==> src/rtl/screen_pkg.sv <==
// Shared screen geometry, coordinate/colour types and painter state encoding
// used by the painter, display_game and the top level.
package screen_pkg;
    localparam int SCREEN_W = 160;
    localparam int SCREEN_H = 120;

    typedef logic [7:0] xcoord_t;
    typedef logic [6:0] ycoord_t;
    typedef logic [2:0] colour_t;

    localparam colour_t BLACK = 3'b000;
    localparam colour_t RED   = 3'b100;
    localparam colour_t WHITE = 3'b111;

    typedef enum logic [2:0] {
        IDLE,
        CLEAR,
        BORDER_TOP,
        BORDER_BOTTOM,
        BORDER_LEFT,
        BORDER_RIGHT,
        DONE
    } painter_state_e;
endpackage

==> src/rtl/screen_painter_if.sv <==
// Pixel streams around the painter: game plot stream in, VGA adapter stream out.
interface screen_painter_if;
    import screen_pkg::*;

    xcoord_t game_x;
    ycoord_t game_y;
    colour_t game_colour;
    logic    game_plot;

    xcoord_t vga_x;
    ycoord_t vga_y;
    colour_t vga_colour;
    logic    vga_plot;

    // master: the side producing game pixels and consuming the VGA stream
    modport master (
        output game_x, game_y, game_colour, game_plot,
        input  vga_x, vga_y, vga_colour, vga_plot
    );

    modport slave (
        input  game_x, game_y, game_colour, game_plot,
        output vga_x, vga_y, vga_colour, vga_plot
    );
endinterface

==> src/rtl/screen_painter_xy_sweep.sv <==
// Raster counter: x inner, y outer when chained; either axis can also step alone.
module xy_sweep #(
    parameter int X_LAST = 159,
    parameter int Y_LAST = 119
) (
    input  logic                clk,
    input  logic                rst_n,
    input  logic                clr,
    input  logic                x_en,
    input  logic                y_en,
    input  logic                chain,
    output screen_pkg::xcoord_t x,
    output screen_pkg::ycoord_t y,
    output logic                x_last,
    output logic                y_last,
    output logic                wrap
);
    import screen_pkg::*;

    localparam xcoord_t X_MAX = xcoord_t'(X_LAST);
    localparam ycoord_t Y_MAX = ycoord_t'(Y_LAST);

    xcoord_t x_reg;
    ycoord_t y_reg;

    assign x      = x_reg;
    assign y      = y_reg;
    assign x_last = (x_reg == X_MAX);
    assign y_last = (y_reg == Y_MAX);
    // x is about to roll over to the next row this cycle
    assign wrap   = x_en && x_last;

    always_ff @(posedge clk or negedge rst_n) begin
        if (!rst_n) begin
            x_reg <= '0;
            y_reg <= '0;
        end else if (clr) begin
            x_reg <= '0;
            y_reg <= '0;
        end else begin
            if (x_en) begin
                x_reg <= x_last ? '0 : x_reg + 8'd1;
            end
            if (y_en && (!chain || x_last)) begin
                y_reg <= y_last ? '0 : y_reg + 7'd1;
            end
        end
    end
endmodule

==> src/rtl/screen_painter.sv <==
// Pixel multiplexer: passes game plots through when idle, otherwise runs a
// full-screen clear followed by an optional one-pixel playfield border.
module screen_painter #(
    parameter int SCREEN_W    = screen_pkg::SCREEN_W,
    parameter int SCREEN_H    = screen_pkg::SCREEN_H,
    parameter int DRAW_BORDER = 1
) (
    input  logic                clk,
    input  logic                rst_n,
    input  logic                start,
    input  screen_pkg::colour_t bg_colour,
    input  screen_pkg::colour_t border_colour,
    output logic                busy,
    output logic                done,
    screen_painter_if.slave     pix
);
    import screen_pkg::*;

    localparam xcoord_t X_MAX       = xcoord_t'(SCREEN_W - 1);
    localparam ycoord_t Y_MAX       = ycoord_t'(SCREEN_H - 1);
    // side borders cover y 1..H-2, so the counter runs 0..H-3 with a +1 offset
    localparam ycoord_t Y_SIDE_LAST = ycoord_t'(SCREEN_H - 3);

    painter_state_e state_reg;
    colour_t        bg_reg;
    colour_t        border_reg;
    logic           done_reg;

    xcoord_t sx;
    ycoord_t sy;
    logic    x_last, y_last, wrap;
    logic    sweep_clr, x_en, y_en, chain, phase_end, side_last;

    xy_sweep #(
        .X_LAST (SCREEN_W - 1),
        .Y_LAST (SCREEN_H - 1)
    ) u_sweep (
        .clk    (clk),
        .rst_n  (rst_n),
        .clr    (sweep_clr),
        .x_en   (x_en),
        .y_en   (y_en),
        .chain  (chain),
        .x      (sx),
        .y      (sy),
        .x_last (x_last),
        .y_last (y_last),
        .wrap   (wrap)
    );

    always_comb begin
        x_en      = 1'b0;
        y_en      = 1'b0;
        chain     = 1'b0;
        phase_end = 1'b0;
        side_last = (sy == Y_SIDE_LAST);
        case (state_reg)
            CLEAR: begin
                x_en      = 1'b1;
                y_en      = 1'b1;
                chain     = 1'b1;
                phase_end = wrap && y_last;
            end
            BORDER_TOP, BORDER_BOTTOM: begin
                x_en      = 1'b1;
                phase_end = x_last;
            end
            BORDER_LEFT, BORDER_RIGHT: begin
                y_en      = 1'b1;
                phase_end = side_last;
            end
            default: ;
        endcase
        // counters restart from zero on every phase entry
        sweep_clr = (state_reg == IDLE) || phase_end;
    end

    always_ff @(posedge clk or negedge rst_n) begin
        if (!rst_n) begin
            state_reg  <= IDLE;
            bg_reg     <= BLACK;
            border_reg <= BLACK;
            done_reg   <= 1'b0;
        end else begin
            done_reg <= 1'b0;
            case (state_reg)
                IDLE: begin
                    if (start) begin
                        state_reg  <= CLEAR;
                        bg_reg     <= bg_colour;
                        border_reg <= border_colour;
                    end
                end
                CLEAR: begin
                    if (phase_end) begin
                        if (DRAW_BORDER != 0) begin
                            state_reg <= BORDER_TOP;
                        end else begin
                            state_reg <= DONE;
                            done_reg  <= 1'b1;
                        end
                    end
                end
                BORDER_TOP: begin
                    if (phase_end) state_reg <= BORDER_BOTTOM;
                end
                BORDER_BOTTOM: begin
                    if (phase_end) state_reg <= BORDER_LEFT;
                end
                BORDER_LEFT: begin
                    if (phase_end) state_reg <= BORDER_RIGHT;
                end
                BORDER_RIGHT: begin
                    if (phase_end) begin
                        state_reg <= DONE;
                        done_reg  <= 1'b1;
                    end
                end
                DONE:    state_reg <= IDLE;
                default: state_reg <= IDLE;
            endcase
        end
    end

    always_comb begin
        pix.vga_x      = sx;
        pix.vga_y      = sy;
        pix.vga_colour = bg_reg;
        pix.vga_plot   = 1'b1;
        case (state_reg)
            IDLE: begin
                pix.vga_x      = pix.game_x;
                pix.vga_y      = pix.game_y;
                pix.vga_colour = pix.game_colour;
                pix.vga_plot   = pix.game_plot;
            end
            BORDER_TOP: begin
                pix.vga_y      = '0;
                pix.vga_colour = border_reg;
            end
            BORDER_BOTTOM: begin
                pix.vga_y      = Y_MAX;
                pix.vga_colour = border_reg;
            end
            BORDER_LEFT: begin
                pix.vga_x      = '0;
                pix.vga_y      = sy + 7'd1;
                pix.vga_colour = border_reg;
            end
            BORDER_RIGHT: begin
                pix.vga_x      = X_MAX;
                pix.vga_y      = sy + 7'd1;
                pix.vga_colour = border_reg;
            end
            DONE: begin
                pix.vga_x      = '0;
                pix.vga_y      = '0;
                pix.vga_colour = BLACK;
                pix.vga_plot   = 1'b0;
            end
            default: ;
        endcase
    end

    assign busy = (state_reg != IDLE);
    assign done = done_reg;
endmodule

==> src/flat_wrapper.sv <==
// flat-port wrapper written by rule: the top's interface ports become plain ports
module screen_painter_flat import screen_pkg::*;
#(
    parameter int SCREEN_W    = screen_pkg::SCREEN_W,
    parameter int SCREEN_H    = screen_pkg::SCREEN_H,
    parameter int DRAW_BORDER = 1
)
  (clk, rst_n, start, bg_colour, border_colour, busy, done, pix_game_x, pix_game_y, pix_game_colour, pix_game_plot, pix_vga_x, pix_vga_y, pix_vga_colour, pix_vga_plot);
  screen_painter_if pix_i ();
  input  logic clk;
  input  logic rst_n;
  input  logic start;
  input  screen_pkg::colour_t bg_colour;
  input  screen_pkg::colour_t border_colour;
  output logic busy;
  output logic done;
  input wire logic [$bits(pix_i.game_x)-1:0] pix_game_x;
  input wire logic [$bits(pix_i.game_y)-1:0] pix_game_y;
  input wire logic [$bits(pix_i.game_colour)-1:0] pix_game_colour;
  input wire logic [$bits(pix_i.game_plot)-1:0] pix_game_plot;
  output wire logic [$bits(pix_i.vga_x)-1:0] pix_vga_x;
  output wire logic [$bits(pix_i.vga_y)-1:0] pix_vga_y;
  output wire logic [$bits(pix_i.vga_colour)-1:0] pix_vga_colour;
  output wire logic [$bits(pix_i.vga_plot)-1:0] pix_vga_plot;
  assign pix_i.game_x = pix_game_x;
  assign pix_i.game_y = pix_game_y;
  assign pix_i.game_colour = pix_game_colour;
  assign pix_i.game_plot = pix_game_plot;
  assign pix_vga_x = pix_i.vga_x;
  assign pix_vga_y = pix_i.vga_y;
  assign pix_vga_colour = pix_i.vga_colour;
  assign pix_vga_plot = pix_i.vga_plot;
  screen_painter #(.SCREEN_W(SCREEN_W), .SCREEN_H(SCREEN_H), .DRAW_BORDER(DRAW_BORDER)) u_core (.clk(clk), .rst_n(rst_n), .start(start), .bg_colour(bg_colour), .border_colour(border_colour), .busy(busy), .done(done), .pix(pix_i));
endmodule
==> config.mk <==
export PLATFORM = sky130hd
export DESIGN_NAME = screen_painter_flat
export DESIGN_NICKNAME = d
export VERILOG_FILES = /design/src/rtl/screen_pkg.sv /design/src/rtl/screen_painter_if.sv /design/src/rtl/screen_painter_xy_sweep.sv /design/src/rtl/screen_painter.sv /design/src/flat_wrapper.sv
export SDC_FILE = /design/constraint.sdc
export NUM_CORES = 1
export LEC_CHECK = 0
export CORE_MARGIN = 5
export CORE_UTILIZATION = 45
export DETAILED_ROUTE_END_ITERATION = 7
export PLACE_DENSITY = 0.77
export SETUP_SLACK_MARGIN = 0.2
export SKIP_CTS_REPAIR_TIMING = 1
export SYNTH_ARGS = -nofsm -noshare
export SYNTH_HDL_FRONTEND = slang
export SYNTH_SLANG_ARGS = --single-unit
==> constraint.sdc <==
create_clock -name clk -period 1.8 [get_ports clk]
set_input_delay 0.18 -clock clk [delete_from_list [all_inputs] [get_ports clk]]
set_output_delay 0.18 -clock clk [all_outputs]
set_load 0.01 [all_outputs]
# After elaboration in Yosys (flattened, before gate mapping)
# Index checks and enable logic that the tools add are counted.
[word_totals]
register_bits = 25
[op_classes]
n_mux = 23
reduce_logical = 19
n_eq_ne = 15
n_addsub = 2
[op_table]
columns = ["cell", "n"]
rows = [
  ["$pmux 7 s4", 1],
  ["$mux 8", 3],
  ["$pmux 8 s3", 1],
  ["$mux 7", 3],
  ["$mux 3", 6],
  ["$pmux 3 s6", 1],
  ["$eq 7x7->1 const B", 2],
  ["$ne 2x1->1 const B", 5],
  ["$eq 3x3->1 const B", 3],
  ["$pmux 3 s3", 1],
  ["$add 8x1->8 const B", 1],
  ["$eq 8x8->1 const B", 1],
  ["$reduce_or 2->1", 4],
  ["$add 7x1->7 const B", 1],
  ["$eq 3x2->1 const B", 2],
  ["$reduce_and 6->1", 1],
  ["$reduce_or 3->1", 2],
  ["$mux 1", 5],
  ["$reduce_bool 2->1", 2],
  ["$reduce_or 4->1", 1],
  ["$eq 3x1->1 const B", 1],
  ["$logic_and 1x1->1", 3],
  ["$logic_not 3->1", 1],
  ["$pmux 1 s3", 1],
  ["6 further kinds", 7],
]

# Depth between registers and ports, before layout
# Gate-level depths: netlist of run 1.
[depth]
ltp_word = 8
mapped_depth = 8
depth_no_buf = 6

# Hierarchy
# Synthesis of run 1 repeated with hierarchy kept, for this count alone.
[unflattened]
hier_cells = 256
area_unflattened_um2 = 2147.1
[modules_own_cells]
columns = ["module", "area_per_inst_um2", "n_inst", "seq_area_each_um2", "cells_each"]
rows = [
  ["screen_painter", 1295.0, 1, 250.2, 166],
  ["xy_sweep", 852.1, 1, 375.4, 90],
]

# Least setup slack after synthesis of run 1
# OpenSTA, ideal clock, no wires.
[synth_timing]
path_type = "register to output"
start = "register u_core.u_sweep.y_reg[0], in the netlist u_core.u_sweep.y[0]"
end = "output pix_vga_y[6]"
arrival_ns = 1.754
path_slack_ns = -0.134
required_ns = 1.620
stages_incl_launch_ff = 7
cell_sequence = "dfrtp_1 ha_1 and3_1 clkbuf_1 nand2_1 o22ai_1 a2111oi_0"
[synth_between]
elab_chain_cells = 2
[synth_lines]
columns = ["item", "line_no", "text"]
rows = [
  ["start: declaration", "screen_painter_xy_sweep.sv:24", "ycoord_t y_reg;"],
  ["start signal: assignment", "screen_painter_xy_sweep.sv:45", "y_reg <= y_last ? '0 : y_reg + 7'd1;"],
  ["$add 7x1->7", "screen_painter.sv:147, screen_painter.sv:152", ""],
  ["$pmux 7 s4", "screen_painter.sv:130", "case (state_reg)"],
  ["end: declaration", "flat_wrapper.sv:22", "output wire logic [$bits(pix_i.vga_y)-1:0] pix_vga_y;"],
]
# Every way passes these cells.

# Final worst setup path of run 1
[layout_timing]
start = "register u_core.u_sweep.y_reg[1], in the netlist u_core.u_sweep.y[1]"
end = "output pix_vga_y[4]"
# The elaborated chain is that of the path after synthesis.

==> results of run 1 <==
-- area by class of cell --
| cell class | count | area [µm²] |
|---|---|---|
| multi-input combinational | 199 | 1380 |
| timing repair buffer | 128 | 1070 |
| fill | 288 | 858 |
| sequential | 25 | 631 |
| tap | 50 | 62.6 |
| clock buffer | 4 | 45.0 |
| inverter | 9 | 36.3 |
-- cells by family after synthesis --
family                     Yosys count
DFF                                 25
buffers and inverters               32
AOI/OAI and AO/OA                   71
muxes                                8
adders and majority gates            3
xor gates and xnor gates             4
and+or+nand+nor                    113
-- synthesized netlist by cell type (all sizes together), types with 2 or more instances --
library cell  number  area share
nand2b             4       0.013
or2                3      0.0097
clkbuf            13       0.026
buf               10       0.027
a2111oi            2      0.0091
a22o               2      0.0091
inv                9       0.018
nor4               2      0.0065
a31oi              4       0.013
nor2b              4       0.013
mux2               3       0.018
nor3b              2      0.0078
o22ai              3      0.0097
nand2             27       0.053
nor2              39       0.076
nand3             10       0.026
dfrtp             25        0.32
o21ai             24       0.062
mux2i              5       0.026
ha                 3       0.019
or3                4       0.014
nand4              2      0.0097
xor2               3       0.014
o22a               6       0.027
nor3              10       0.026
a21oi             19       0.051
-- path summary, 6_finish.rpt --
kind,end,depth (start not counted)
setup / recovery,pix_vga_y[4],7
hold / removal,u_core.u_sweep.y[6],2
setup reg to reg,u_core.u_sweep.y[3],6
hold reg to reg,u_core.bg_reg[0],1
max in group asynchronous,u_core.state_reg[1],2
min in group clk,u_core.border_reg[1],3
-- power breakdown --
part           total [mW]  switching (mW)  internal, mW
logic               0.843           0.376         0.467
clock network       0.351           0.192         0.159
registers           0.729          0.0784         0.650
-- per-layer routing --
| metal | wire (µm) | up-vias | GRT usage |
|---|---|---|---|
| met1 | 2680 | 1152 | 0.266 |
| met4 | 195 | 0 | 0.0757 |
| li1 | - | 1130 | - |
| met5 | 0 | - | 0 |
| met2 | 3480 | 67 | 0.373 |
| met3 | 334 | 19 | 0.0330 |
-- worst max-delay path: cells and delay by family (launching register included) --
family | cells | cell delay [ns]
compound gates | 2 | 0.28
fa+ha+maj | 1 | 0.20
buf+inv | 2 | 0.29
flops | 1 | 0.42
simple gates | 2 | 0.24
-- layout by cell type, fill, tap and decap left out, drive strengths merged, types with 2 or more instances in the layout --
cell type,netlist,final
o22ai,3,3
a31oi,4,4
clkbuf,13,9
nor2,39,39
a22o,2,2
o21ai,24,24
buf,10,92
dlymetal6s2s,0,3
or2,3,3
mux2,3,3
a21oi,19,19
xor2,3,3
nor4,2,2
dfrtp,25,25
nand2,27,27
o22a,6,6
nor2b,4,4
nand4,2,2
mux2i,5,5
inv,9,9
a2111oi,2,2
nor3,10,10
ha,3,3
clkdlybuf4s50,0,28
nand3,10,10
nand2b,4,4
nor3b,2,2
or3,4,4
-- per-stage QoR --
step | TNS [ns] | area (µm²)
final | -0.432 | 3230
after global placement | -1.68 | 2890
after detailed placement | -2.20 | 2890
after floorplan | -0.0299 | 2000
after CTS | -8.97 | 2940
after global routing | -1.48 | 3230
==> impl_metrics.toml, run 1 <==
[logic_synthesis]
synth_top_family_by_area = "simple AND/OR/NAND/NOR gates"
syn_area_um2 = 1930
synth_area_per_cell_um2 = 7.52
synth.distinct_cells = 51
synth-simple-area-share = 0.290
synth_async_sr_flop_share = 1.00
ys_ff_latch = 25
seq_area_frac_synth = 0.325
synth-edff-count = 0
synth_fa_ha_area_frac = 0.0195
synthMuxAreaShare = 0.0435
syn_inst = 256
synth-compound-area-share = 0.234
synth_top_flop_cell = "dfrtp_1"
yosys.area_share.xor_xnor = 0.0182
yosys_warnings = 0
synth_nets = 287

[grt]
grt_pass1_vias = 2239
grt_pass1_wl_um = 9540
antenna_found_initial = 0
grt.total_usage = 0.213
grt_max_degree = 26
grt-ovfl-total = 0

[floorplan]
row_count = 23
io-pin-count = 49
die-area_um2 = 5690
coreArea_um2 = 4090
initial_utilization = 0.471
die_x_um = 75.4
fp.dieH_um = 75.4

[power_and_ir_drop]
total_power_mw = 1.92
p_per_area_nw_per_um2 = 595
ir_worst_vdd_v = 0.000794
power_leakage_nw = 1.45

[cts]
numCtsBuffers = 3
cts_root_buffer = "clkbuf_8"
clkTransAtPathRegs_ns = 0.09
htreeDepth = 1
clk_latency_ns = 0.28
clock_path_buffers = 2
numClockSinks = 25
cts_tree = "built"

[sta]
hold_viol = 0
skew_ns = 0.00590
fmax_ghz = 0.531
grt_setup_unrepaired = "true"
finalSetupViolCount = 9
post-route-min-period_ns = 1.88
finalCritPeriodShare = 1.05
worstMarginPinSlew_ns = 0.348
worst_slack_ns = -0.0831
timing.hold.ws_ns = 0.275
slew_violations = 0
slew_headroom = 0.768

[setup_path]
arrival_ns = 1.70
crit_path_start = "u_core.u_sweep.y[1]"
cp-start-kind = "flip-flop"
crit_required_ns = 1.62
r2r_start = "u_core.state_reg[0]"
crit_slowest_cell = "dfrtp_1"
r2r_slack_ns = -0.06
crit_fanout = 5
max_stage_delay_ns = 0.42
path_cells = "ha_2 -> and3_4 -> buf_6 -> nand3_1 -> o21ai_1 -> a211oi_1 -> buf_2"
worstSetupPathType = "flip-flop to output port"
cp-end-kind = "output port"

[placed_design]
place_ws_ns = -0.214
gp_congestion = 0.882
io_buffers = 48
dp_hpwl_um = 4450
dp.cells = 393

[cells_and_area]
fin_util = 0.790
drive_gt1_frac = 0.422
final_nets = 397
n_antenna_cell = 0
stdcell_count = 415
area_growth_pct = 67.6
largest_reg_flops = 8

[worst_hold_path]
min_path_type = "primary input to async pin"

[routing]
drt_pass1_iterations = 4
avgRoutedWirePerCell_um = 16.1
vias = 2368
drt-total-wl_um = 6680
postRouteAntennaNets = 0
drt_iter0_markers = 116
viasPerCell = 5.71
drc = 0

[status]
violations = "negative setup slack"
status = "finished, violations left"

[run]
drv_cap = 0
(Power assumes the default switching activity.)
==> run 2: changes to the inputs <==
--- a/config.mk
+++ b/config.mk
@@ -7,2 +7,3 @@
 export LEC_CHECK = 0
+export ABC_AREA = 1
 export CORE_MARGIN = 5
@@ -11,2 +12,3 @@
 export PLACE_DENSITY = 0.77
+export RECOVER_POWER = 25
 export SETUP_SLACK_MARGIN = 0.2
==> constraint.sdc (replaced) <==
create_clock -name clk -period 1.8 [get_ports clk]
set_input_delay 0.36 -clock clk [delete_from_list [all_inputs] [get_ports clk]]
set_output_delay 0.36 -clock clk [all_outputs]
set_load 0.01 [all_outputs]
==> run 2 against run 1 <==
Net effect:
- the run still ends with negative setup slack left
- non-clock buffer count decreased by 34
- total power is 120% higher
- first-iteration DRC count up 2.6%
- synthesized area is 4.5% higher
- sequential power is 22% higher
- wire length is 18% lower
- flip-flop and latch count stayed put
- cell count fell by 2.7%
- setup slack got worse by 0.29 ns
- critical path type unchanged
- largest power group unchanged
- highest routed layer unchanged
==> impl_metrics.toml, run 2 <==
[grt]
grt.total_usage = 0.176
grt-ovfl-total = 0
grt_pass1_wl_um = 8780
use_met2 = 0.293
antenna_found_initial = 0
use_met1 = 0.236
grt_max_degree = 26
gr-usage-met3 = 0.0246
busiest_layer = "met2"
grt_pass1_vias = 1913

[sta]
timing.hold.ws_ns = 0.497
finalSetupTns_ns = -5.01
worstMarginPinSlew_ns = 0.663
slew_headroom = 0.558
finalCritPeriodShare = 1.21
finalSetupViolCount = 23
slew_violations = 0
post-route-min-period_ns = 2.17
skew_ns = 0.00562
worst_slack_ns = -0.374
fmax_ghz = 0.460
hold_viol = 0
grt_setup_unrepaired = "true"

[logic_synthesis]
yosys_warnings = 0
yosysMostFrequentCell = "nand2_1"
synthTopCellsByCount = "nand2_1 (79), dfrtp_1 (25), inv_1 (25)"
synth_async_sr_flop_share = 1.00
syn_inst = 265
synth_top_area_cell = "dfrtp_1"
ys_ff_latch = 25
synth_nets = 296
synth_top_flop_cell = "dfrtp_1"
seq_area_frac_synth = 0.311
synth_top_area_share = 0.311
synth_area_per_cell_um2 = 7.60
syn_area_um2 = 2010
synth.area.top_cells = "dfrtp_1 (31%), nand2_1 (15%), nand4_1 (5.9%)"
synth-edff-count = 0
synth.distinct_cells = 34

[setup_path]
cpLargestDelayFamily = "buffers and inverters"
path_common_cell = "buf_6"
worstSetupPathType = "flip-flop to output port"
crit_slowest_cell = "dfrtp_2"
cp-start-kind = "flip-flop"
critPathBufInv = 6
crit_required_ns = 1.44
max_stage_delay_ns = 0.48
cp-end-kind = "output port"
path_cells = "buf_6 -> nand2_4 -> inv_4 -> nor2_4 -> inv_4 -> nor2_8 -> buf_6 -> buf_6 -> nand2_2 -> o2111ai_2 -> buf_2"
crit_fanout = 5
arrival_ns = 1.81

[cells_and_area]
largest_reg_flops = 8
mostFrequentLayoutCell = "nand2_1"
layout_common_cells = "nand2_1 (78), buf_4 (38), clkdlybuf4s50_1 (27), inv_1 (24), dfrtp_1 (22)"
multi_input_area_um2 = 1200
ff_latch_area_um2 = 629
area_growth_pct = 40.6
n_antenna_cell = 0
fillers = 386
drive_gt1_frac = 0.321
final_nets = 384
stdcell_count = 404

[placed_design]
place_ws_ns = -0.357
dp_hpwl_um = 4060
gp_congestion = 0.879
dp.cells = 387
io_buffers = 48

[power_and_ir_drop]
total_power_mw = 4.21
ir_worst_vdd_v = 0.000695
power_leakage_nw = 1.38
p_per_area_nw_per_um2 = 1490

[floorplan]
fp.dieH_um = 76.9
initial_utilization = 0.462
row_count = 24
die_x_um = 76.9
io-pin-count = 49
die-area_um2 = 5910
coreArea_um2 = 4350

[status]
status = "finished, violations left"
violations = "negative setup slack"

[routing]
drt_iter0_markers = 119
avgRoutedWirePerCell_um = 13.6
vias = 2106
viasPerCell = 5.21
drt_pass1_iterations = 4
postRouteAntennaNets = 0
drt-total-wl_um = 5490
drc = 0

[cts]
htreeDepth = 1
cts_tree = "built"
clkTransAtPathRegs_ns = 0.09
numClockSinks = 25
cts_root_buffer = "clkbuf_8"
clk_latency_ns = 0.27
clock_path_buffers = 2
numCtsBuffers = 3

[run]
drv_cap = 0

[worst_hold_path]
min_path_type = "flip-flop to flip-flop"
==> run 2: cells by family (layout without fill, tap and decap cells) <==
logic type,after synthesis,after routing,share of synthesized area
muxes,6,6,0.0336
and+or+nand+nor,160,160,0.429
adders and majority gates,3,3,0.0186
AOI/OAI and AO/OA,20,20,0.0696
buffers and inverters,43,130,0.104
xor gates and xnor gates,8,8,0.0348
DFF,25,25,0.311
==> run 2: worst paths after layout <==
check	start	cells after the start	slack, ns	to
max	u_core.state_reg[2]	11	-0.37	pix_vga_y[0]
min	u_core.border_reg[1]	1	0.50	u_core.border_reg[1]
min in group asynchronous	rst_n	2	0.63	u_core.border_reg[2]
max in group asynchronous	rst_n	2	0.70	u_core.state_reg[0]
min reg2reg	u_core.border_reg[1]	1	0.50	u_core.border_reg[1]
max reg2reg	u_core.state_reg[2]	9	-0.06	u_core.state_reg[0]
==> run 2: per-stage QoR <==
| stage | util | instance area (µm²) |
|---|---|---|
| after detailed placement | 0.628 | 2740 |
| after floorplan | - | 2010 |
| after global routing | 0.650 | 2830 |
| after CTS | 0.639 | 2780 |
| final | 0.650 | 2830 |
| after global placement | 0.628 | 2740 |
==> run 2: worst reg2reg max path, delay by kind of cell, from the launching register on <==
| family | cells | cell delay (ns) |
|---|---|---|
| AND/OR/NAND/NOR | 4 | 0.63 |
| flip-flops | 1 | 0.48 |
| buffers and inverters | 5 | 0.63 |
==> run 2: where the power goes <==
part,leakage (nW),internal (mW),switching (mW)
clock network,0.0255,0.155,0.188
logic,1.03,1.35,1.63
registers,0.324,0.728,0.166
total,1.38,2.23,1.98
==> run 2: layout make-up <==
cell class                      count  share of cell area
Multi-Input combinational cell    197               0.425
Clock buffer                        3              0.0146
Clock inverter                      1             0.00177
Timing Repair Buffer               94               0.268
Sequential cell                    25               0.222
Tap cell                           52              0.0230
Inverter                           32              0.0460
==> run 2: routing by layer <==
metal	vias to the layer above	part of all wire
met5	-	0
met4	0	0.011
met3	7	0.050
met2	65	0.50
met1	996	0.44
li1	1038	-
==> run 3: changes to the inputs <==
- SYNTH_HIERARCHICAL: unset -> 1
==> run 3 against run 2 <==
Net effect:
- the run still ends with negative setup slack left
- largest cell class unchanged
- critical path type unchanged
- combinational power rose by 40%
- cell count rose by 14%
- sequential power rose by 3.4%
==> impl_metrics.toml, run 3 <==
[sta]
finalCritPeriodShare = 1.20
finalSetupTns_ns = -5.83
worst_slack_ns = -0.352
timing.hold.ws_ns = 0.500
finalSetupViolCount = 35
fmax_ghz = 0.465
slew_headroom = 0.556
skew_ns = 0.00501
slew_violations = 0
grt_setup_unrepaired = "true"
hold_viol = 0
worstMarginPinSlew_ns = 0.666
post-route-min-period_ns = 2.15

[setup_path]
rr_endpoint = "u_core/u_sweep/x[6]"
cp-end-kind = "output port"
r2r_cells = 14
crit_required_ns = 1.44
r2r_start = "u_core/state_reg[2]"
r2r_slack_ns = -0.14
cp-start-kind = "flip-flop"
worstSetupPathType = "flip-flop to output port"
crit_fanout = 7
arrival_ns = 1.79

[cells_and_area]
layout_common_cells = "nand2_1 (78), buf_4 (55), nor2_1 (28), clkdlybuf4s50_1 (27)"
ff_latch_area_um2 = 632
fin_util = 0.786
area_growth_pct = 70.4
fillers = 295
mostFrequentLayoutCell = "nand2_1"
stdcell_count = 462
largest_reg_flops = 8
fin_area_um2 = 3420
drive_gt1_frac = 0.441
final_nets = 446
multi_input_area_um2 = 1520
n_antenna_cell = 0

[worst_hold_path]
min_path_type = "flip-flop to flip-flop"
hold_start = "u_core/bg_reg[0]"
hold_depth = 1
min_to = "u_core/bg_reg[0]"

[grt]
grt-ovfl-total = 0
grt_max_degree = 26
grt.total_usage = 0.194
grt_pass1_wl_um = 9580
grt_pass1_vias = 2214
antenna_found_initial = 0

[status]
status = "finished, violations left"
violations = "negative setup slack"

[floorplan]
io-pin-count = 49
fp.dieH_um = 76.8
die_x_um = 76.8
coreArea_um2 = 4350
row_count = 24
initial_utilization = 0.461
die-area_um2 = 5900

[cts]
cts_root_buffer = "clkbuf_8"
clock_path_buffers = 2
htreeDepth = 1
clk_latency_ns = 0.28
numCtsBuffers = 3
cts_tree = "built"
clkTransAtPathRegs_ns = 0.10
numClockSinks = 25

[logic_synthesis]
synth.area.top_cells = "dfrtp_1 (31%), nand2_1 (18%), nor2_1 (6.5%)"
synth_top_flop_cell = "dfrtp_1"
yosys_warnings = 6
synth-edff-count = 0
ys_ff_latch = 25
seq_area_frac_synth = 0.311
synth_area_per_cell_um2 = 6.88
syn_area_um2 = 2010
synth.distinct_cells = 32
synth_nets = 327
syn_inst = 292
synth_async_sr_flop_share = 1.00
synth_top_area_share = 0.311
synth_top_area_cell = "dfrtp_1"
synthTopCellsByCount = "nand2_1 (95), nor2_1 (35), inv_1 (26), nand3_1 (26), dfrtp_1 (25)"
yosysMostFrequentCell = "nand2_1"

[power_and_ir_drop]
clkPwrFrac = 0.065
p_seq_frac = 0.170
p_per_area_nw_per_um2 = 1590
power_leakage_nw = 1.78
ir_worst_vdd_v = 0.00116
p_sw_frac = 0.463
p_comb_frac = 0.765
p_int_mw = 2.93
p_sw_mw = 2.52
total_power_mw = 5.44

[placed_design]
dp_hpwl_um = 4520
dp.cells = 437
placed_area_um2 = 3060
io_buffers = 48
place_ws_ns = -0.382
gp_congestion = 0.896

[routing]
drt_pass1_iterations = 4
vias = 2364
drc = 0
drt-total-wl_um = 6450
drt_iter0_markers = 105
postRouteAntennaNets = 0
viasPerCell = 5.12
avgRoutedWirePerCell_um = 14.0

[run]
drv_cap = 0
## run 3: power by group through the flow
stage	clock, mW	combinational, mW	sequential [mW]
after floorplan	0	2.01	0.895
after global placement	0	3.49	0.886
after detailed placement	0	3.56	0.899
after CTS	0.358	3.58	0.889
after global routing	0.385	4.55	0.947
final	0.356	4.16	0.923
## run 3: how the worst max path moves through the flow
stage,endpoint,startpoint
2_1_floorplan,u_core/u_sweep/x[6],u_core/u_sweep/x[1]
3_5_place_dp,pix_vga_colour[0],u_core/state_reg[1]
5_1_grt,pix_vga_y[1],u_core/state_reg[1]
3_3_place_gp,pix_vga_colour[1],u_core/state_reg[1]
6_report,pix_vga_y[1],u_core/state_reg[1]
4_1_cts,pix_vga_colour[0],u_core/state_reg[1]
## run 3: final cells by class
type	instances	share of cell area
Multi-Input combinational cell	232	0.443
Sequential cell	25	0.185
Timing Repair Buffer	118	0.302
Clock buffer	3	0.0121
Tap cell	52	0.0190
Inverter	31	0.0387
Clock inverter	1	0.00146
## run 3: cells by family (layout without fill, tap and decap cells)
logic type                 Yosys count  in the layout  synth area share
AOI/OAI and AO/OA                   30             30            0.0872
adders and majority gates            7              7            0.0436
DFF                                 25             25             0.311
muxes                                6              6            0.0336
and+or+nand+nor                    186            186             0.427
xor gates and xnor gates             3              3            0.0131
buffers and inverters               35            153            0.0841
## run 3: critical path: stages (launching register included)
cell	delay [ns]
dfrtp_2	0.48
nor2_4	0.16
inv_2	0.06
nor2_4	0.15
buf_6	0.12
buf_6	0.09
buf_6	0.09
nand2_2	0.04
o21ai_2	0.05
o22ai_2	0.09
inv_1	0.05
buf_2	0.12
## run 3: routing by layer
metal	up-vias	routed length (µm)	track usage
met5	-	0	0
met4	0	85	0.0437
met3	12	329	0.0398
met2	63	3380	0.345
met1	1106	2650	0.238
li1	1183	-	-
